==> config.mk <==
export PLATFORM = sky130hd
export DESIGN_NAME = apb_ram_scheduler
export DESIGN_NICKNAME = d
export VERILOG_FILES = /design/src/rtl/apb_ram_pkg.sv /design/src/rtl/apb_rr_arbiter.sv /design/src/rtl/apb_ram_scheduler.sv
export SDC_FILE = /design/constraint.sdc
export NUM_CORES = 1
export LEC_CHECK = 0
export ABC_AREA = 1
export BUFFER_PORTS_ARGS = -buffer_cell sky130_fd_sc_hd__buf_2
export CAP_MARGIN = 20
export CORE_ASPECT_RATIO = 0.8
export CORE_MARGIN = 4
export CORE_UTILIZATION = 25
export DETAILED_ROUTE_END_ITERATION = 16
export PLACE_DENSITY = 0.57
export SLEW_MARGIN = 40
export SYNTH_ARGS = -nofsm -noshare
export SYNTH_HDL_FRONTEND = slang
export SYNTH_HIERARCHICAL = 1
export SYNTH_SLANG_ARGS = --single-unit
==> constraint.sdc <==
create_clock -name clk -period 4 [get_ports clk]
set_input_delay 1 -clock clk [delete_from_list [all_inputs] [get_ports clk]]
set_output_delay 1 -clock clk [all_outputs]
set_load 0.01 [all_outputs]
==> src/rtl/apb_ram_pkg.sv <==
// Shared definitions for the APB RAM scheduler slice.
//   state_t      : scheduler FSM states
//   BANK_DEPTH   : words per RAM bank
//   BANK_SEL_*   : address bits selecting the bank
package apb_ram_pkg;

    typedef enum logic [1:0] {
        ST_IDLE   = 2'd0,
        ST_SETUP  = 2'd1,
        ST_ACCESS = 2'd2,
        ST_DONE   = 2'd3
    } state_t;

    localparam int unsigned BANK_DEPTH  = 64;
    localparam int unsigned BANK_SEL_LO = 6;
    localparam int unsigned BANK_SEL_HI = 8;

endpackage

==> src/rtl/apb_rr_arbiter.sv <==
// Two-requester round-robin arbiter.
//   clk, rst : clock, asynchronous active-high reset
//   enable   : arbitration allowed this cycle (grant forced to 0 otherwise)
//   valid    : request bits, bit i = requester i
//   grant    : one-hot winner, combinational
module apb_rr_arbiter (
    input  logic       clk,
    input  logic       rst,
    input  logic       enable,
    input  logic [1:0] valid,
    output logic [1:0] grant
);

    // Index of the requester granted most recently; starts at 1 so that
    // requester 0 wins the first tie.
    logic last_grant;

    always_comb begin
        grant = '0;
        if (enable) begin
            case (valid)
                2'b01:   grant = 2'b01;
                2'b10:   grant = 2'b10;
                2'b11:   grant = last_grant ? 2'b01 : 2'b10;
                default: grant = '0;
            endcase
        end
    end

    always_ff @(posedge clk or posedge rst) begin
        if (rst) begin
            last_grant <= 1'b1;
        end else if (|grant) begin
            last_grant <= grant[1];
        end
    end

endmodule

==> src/rtl/apb_ram_scheduler.sv <==
// Schedules requests from two requesters onto a single APB master port
// in front of NUM_BANKS banks of 64-word RAM.
//   clk, rst            : clock, asynchronous active-high reset
//   req_valid/write     : per-requester request strobe and direction
//   req_addr/wdata      : per-requester address and write data (packed)
//   req_ready           : one-hot acceptance pulse
//   rsp_valid           : one-hot completion pulse to the owning requester
//   rsp_rdata/rsp_err   : completion data and error flag
//   paddr..pready       : APB master towards the RAM banks
module apb_ram_scheduler #(
    parameter int ADDR_W    = 16,
    parameter int DATA_W    = 32,
    parameter int NUM_BANKS = 5,
    parameter int TIMEOUT   = 15
) (
    input  logic                clk,
    input  logic                rst,
    input  logic [1:0]          req_valid,
    input  logic [1:0]          req_write,
    input  logic [2*ADDR_W-1:0] req_addr,
    input  logic [2*DATA_W-1:0] req_wdata,
    output logic [1:0]          req_ready,
    output logic [1:0]          rsp_valid,
    output logic [DATA_W-1:0]   rsp_rdata,
    output logic                rsp_err,
    output logic [ADDR_W-1:0]   paddr,
    output logic                psel,
    output logic                penable,
    output logic                pwrite,
    output logic [DATA_W-1:0]   pwdata,
    input  logic [DATA_W-1:0]   prdata,
    input  logic                pready
);
    import apb_ram_pkg::*;

    localparam int unsigned ADDR_LIMIT = NUM_BANKS * BANK_DEPTH;
    localparam int          TO_W       = (TIMEOUT > 1) ? $clog2(TIMEOUT) : 1;

    state_t              state, state_nxt;
    logic [1:0]          grant;
    logic                arb_en;
    logic [1:0]          owner;
    logic                lat_write;
    logic [ADDR_W-1:0]   lat_addr;
    logic [DATA_W-1:0]   lat_wdata;
    logic [TO_W-1:0]     to_cnt;
    logic                timeout_hit;
    logic                sel_write;
    logic [ADDR_W-1:0]   sel_addr;
    logic [DATA_W-1:0]   sel_wdata;
    logic                addr_bad;

    // Gating with rst keeps req_ready low while reset is held, even
    // though the state register already reads IDLE.
    assign arb_en = (state == ST_IDLE) && !rst;

    apb_rr_arbiter u_arb (
        .clk    (clk),
        .rst    (rst),
        .enable (arb_en),
        .valid  (req_valid),
        .grant  (grant)
    );

    always_comb begin
        if (grant[1]) begin
            sel_write = req_write[1];
            sel_addr  = req_addr[ADDR_W +: ADDR_W];
            sel_wdata = req_wdata[DATA_W +: DATA_W];
        end else begin
            sel_write = req_write[0];
            sel_addr  = req_addr[0 +: ADDR_W];
            sel_wdata = req_wdata[0 +: DATA_W];
        end
    end

    // Out of range if beyond the populated banks, or if any bit above the
    // bank-select field is set.
    assign addr_bad = (32'(sel_addr) >= ADDR_LIMIT) ||
                      ((sel_addr >> (BANK_SEL_HI + 1)) != '0);

    assign timeout_hit = (to_cnt == TO_W'(TIMEOUT - 1));

    assign paddr  = lat_addr;
    assign pwrite = lat_write;
    assign pwdata = lat_wdata;

    always_ff @(posedge clk or posedge rst) begin
        if (rst) begin
            state <= ST_IDLE;
        end else begin
            state <= state_nxt;
        end
    end

    always_comb begin
        state_nxt = state;
        psel      = 1'b0;
        penable   = 1'b0;
        req_ready = '0;
        rsp_valid = '0;
        case (state)
            ST_IDLE: begin
                req_ready = grant;
                if (|grant) begin
                    state_nxt = addr_bad ? ST_DONE : ST_SETUP;
                end
            end
            ST_SETUP: begin
                psel      = 1'b1;
                state_nxt = ST_ACCESS;
            end
            ST_ACCESS: begin
                psel    = 1'b1;
                penable = 1'b1;
                if (pready || timeout_hit) begin
                    state_nxt = ST_DONE;
                end
            end
            ST_DONE: begin
                rsp_valid = owner;
                state_nxt = ST_IDLE;
            end
            default: state_nxt = ST_IDLE;
        endcase
    end

    always_ff @(posedge clk or posedge rst) begin
        if (rst) begin
            owner     <= '0;
            lat_write <= 1'b0;
            lat_addr  <= '0;
            lat_wdata <= '0;
            to_cnt    <= '0;
            rsp_rdata <= '0;
            rsp_err   <= 1'b0;
        end else begin
            case (state)
                ST_IDLE: begin
                    if (|grant) begin
                        owner     <= grant;
                        lat_write <= sel_write;
                        lat_addr  <= sel_addr;
                        lat_wdata <= sel_wdata;
                        to_cnt    <= '0;
                        rsp_err   <= addr_bad;
                        rsp_rdata <= '0;
                    end
                end
                ST_ACCESS: begin
                    if (pready) begin
                        rsp_rdata <= lat_write ? '0 : prdata;
                        rsp_err   <= 1'b0;
                        to_cnt    <= '0;
                    end else if (timeout_hit) begin
                        rsp_err   <= 1'b1;
                        to_cnt    <= '0;
                    end else begin
                        to_cnt    <= to_cnt + TO_W'(1);
                    end
                end
                default: ;
            endcase
        end
    end

endmodule

==> implementation parameters <==
Parameter                              Value

Drt
  Iteration-0 DRC Markers    between 150 and 200
  Post-DR vias/cell    4.38
  Final ANT Viol Nets    0
  Post-Route WL    13,300 µm
  Wire length per cell    13.9 µm
  Remaining DRCs    0
  Number of optimization iterations in the first detailed-route pass    4
  Via count    approximately 4,200

Placement
  Instance area at placement    between 5000 and 6000 µm²
  Buffers on Ports    222
  HPWL Detailed    9470 µm
  Placement-stage worst setup slack    1.03 ns
  RePlAce Congestion    between 0.7 and 0.8

Clock network
  # resized after CTS    0
  Hold-fix buffer count after cts    0
  CTS tree    built
  Clock latency of the later-clocked register in the worst-skew pair    0.34 ns
  Clock input transition at the sequential cells of the worst setup and hold paths    0.07 ns
  Largest buffer count on any clock path    2
  Num CTS Buffers    9
  Count of clock tree sinks    91
  Setup bufs post-CTS    0
  Number of levels the H-tree was split into    3
  Clock tree root driver cell    clkbuf_16

Hold path
  Worst min path class    reg -> reg

Timing
  Final number of setup-violating endpoints    0
  Worst Setup Slack, final    ~1.1 ns
  Clock skew after layout    0.00543 ns
  Time the worst path needs with I/O delays and setup    2.95 ns
  RSZ-0062 raised after global routing    false
  Top achievable clock speed    approximately 340 MHz
  Share of the clock period used by the worst path    about three quarters
  Final Hold Vio Count    0
  Worst hold margin    roughly 0.48 ns
  Final number of max-transition violations    0
  Worst Tran Pin Value    0.755 ns
  Final-layout setup total negative slack    0 ns
  Max-Slew Margin vs Limit    49.5%

Yosys
  Most common flop cell mapped by yosys    dfrtp_1
  Number of distinct standard cells referenced by the synthesized netlist    25
  Cell with the most instances after synthesis    nand2_1
  Mean instance size in the synthesized netlist    ~8.1 µm²
  Top post-synthesis cells by area    dfrtp_1, nand2_1, a31oi_1
  Post-synthesis sequential element count    91
  Synth top cells by count    nand2_1, dfrtp_1, nor2_1
  Yosys warnings    6
  EDFF count, synth    0
  Area leader, netlist    dfrtp_1
  Post-synth net total    669
  Area share of the leading cell type in the synthesized netlist    52.3%
  Synthesized netlist cell count    528
  Sequential area share after synthesis    53.0%
  Proportion of register bits with asynchronous set or reset after synthesis    100%
  Post-synthesis instance area    ~4300 µm²

Layout
  Filler cells    ~1,800
  Ant diodes    0
  Post-layout net count    874
  Area growth from synthesis to final layout    36.1%
  Final standard cell area without fillers    just under 6000 µm²
  Layout cells sized above 1    34.7%

Pwr
  Worst VDD drop    275 µV
  Power density over the cells    700 nW/µm²
  Cell leakage power    approximately 0.0033 µW

Die
  Number of cell rows    42
  Die W    approximately 150 µm
  Area of the die    19,400 µm²
  Core Footprint    16,700 µm²
  Number of top-level pins    223
  Starting density of the core    25.7%
  Chip Height    125 µm

Run status
  Run status    finished, final reports clean

GRT
  Number of antenna violations at the first check in global routing    0
  Global-route congestion overflow total    0
  Vias in the first global route    4,044
  Pin count of the biggest net entering global routing    99
  First-pass GRT wire length    21,200 µm
  GRT Util Overall    13.7%

Critical path
  Nature of the critical path startpoint    flip-flop
  Kind of capture point of the worst setup path    primary output
  Critical-path maximum fanout    5
  Data required time at the worst endpoint    about 3.0 ns
  Arr. time, crit path    1.95 ns
  Startpoint-to-endpoint class of the critical path    reg -> out

Run
  Maxcap violations    0
==> stage by stage <==
step           power (µW)  utilization, %  cells
3_3_place_gp         3270            33.3    942
2_1_floorplan        2610               -    528
4_1_cts              4180            35.1    958
6_report             4100            35.1    958
3_5_place_dp         3290            33.3    942
5_1_grt              4440            35.1    958
==> routing by layer <==
layer	wire, µm	vias to the layer above	GRT usage (%)
li1	-	2118	-
met1	5930	1951	18.2
met2	6310	111	21.7
met3	842	15	3.90
met4	197	0	4.26
met5	0	-	0
==> power by group <==
group / leakage (µW) / internal [µW] / switching [µW] / total [µW]
Combinational: 0.00200 / 634 / 1090 / 1720
Sequential: 0.00112 / 1310 / 203 / 1510
Clock: 0.000139 / 501 / 363 / 865
==> area by class of cell <==
type | count | area [µm²] | area share [%]
Tap cell | 220 | 275 | 4.70
Clock buffer | 12 | 246 | 4.21
Timing Repair Buffer | 227 | 1170 | 20.0
Multi-Input combinational cell | 365 | 1680 | 28.7
Clock inverter | 4 | 50.0 | 0.854
Sequential cell | 91 | 2280 | 38.9
Inverter | 39 | 151 | 2.58
==> cell families after synthesis <==
logic type      synth area share [%]
compound gates                  11.8
fa+ha+maj                       1.74
flops                           53.0
buf+inv                         8.11
simple gates                    25.4
==> critical path, stage by stage (launching register included) <==
cell and delay (ns):
dfrtp_1 0.38, inv_1 0.12, ha_1 0.31, inv_1 0.07, nor2_1 0.12, nand2_1 0.08, a21oi_1 0.16, nand2_1 0.17
inv_1 0.08, buf_2 0.12
==> sequential cells by signal, summed over array words and instances (netlist names) <==
register and cells:
u_arb/last_grant 1, state 2, pwrite 1, rsp_err 1
owner 2, rsp_rdata 32, to_cnt 4, paddr 16
pwdata 32
==> path summary, 6_finish.rpt <==
path / from / slack, ns / depth (start not counted) / to
worst max-delay path: state[0] / 1.05 / 9 / req_ready[0]
worst min register to register: owner[0] / 0.48 / 2 / owner[0]
min in group asynchronous: rst / 0.69 / 2 / u_arb/last_grant
worst max register to register: state[0] / 1.33 / 14 / rsp_rdata[25]
worst min-delay path: owner[0] / 0.48 / 2 / owner[0]
max in group asynchronous: rst / 2.77 / 3 / rsp_err
==> placed cells by master (no fill, tap or decap), types with 2 or more instances in the layout <==
| cell type | count |
|---|---|
| buf_2 | 222 |
| o21ai_1 | 6 |
| buf_12 | 2 |
| inv_2 | 4 |
| clkbuf_1 | 2 |
| a31oi_1 | 41 |
| buf_4 | 3 |
| a21oi_1 | 13 |
| o21ai_0 | 30 |
| inv_4 | 2 |
| nor2_1 | 57 |
| nand2_4 | 2 |
| dfrtp_1 | 90 |
| clkbuf_16 | 9 |
| inv_1 | 33 |
| nand2_2 | 2 |
| nand3_1 | 35 |
| ha_1 | 6 |
| nand2_1 | 166 |
| clkinvlp_4 | 2 |
| nor2_4 | 2 |
No activity file was read; power rests on OpenSTA's default activity.
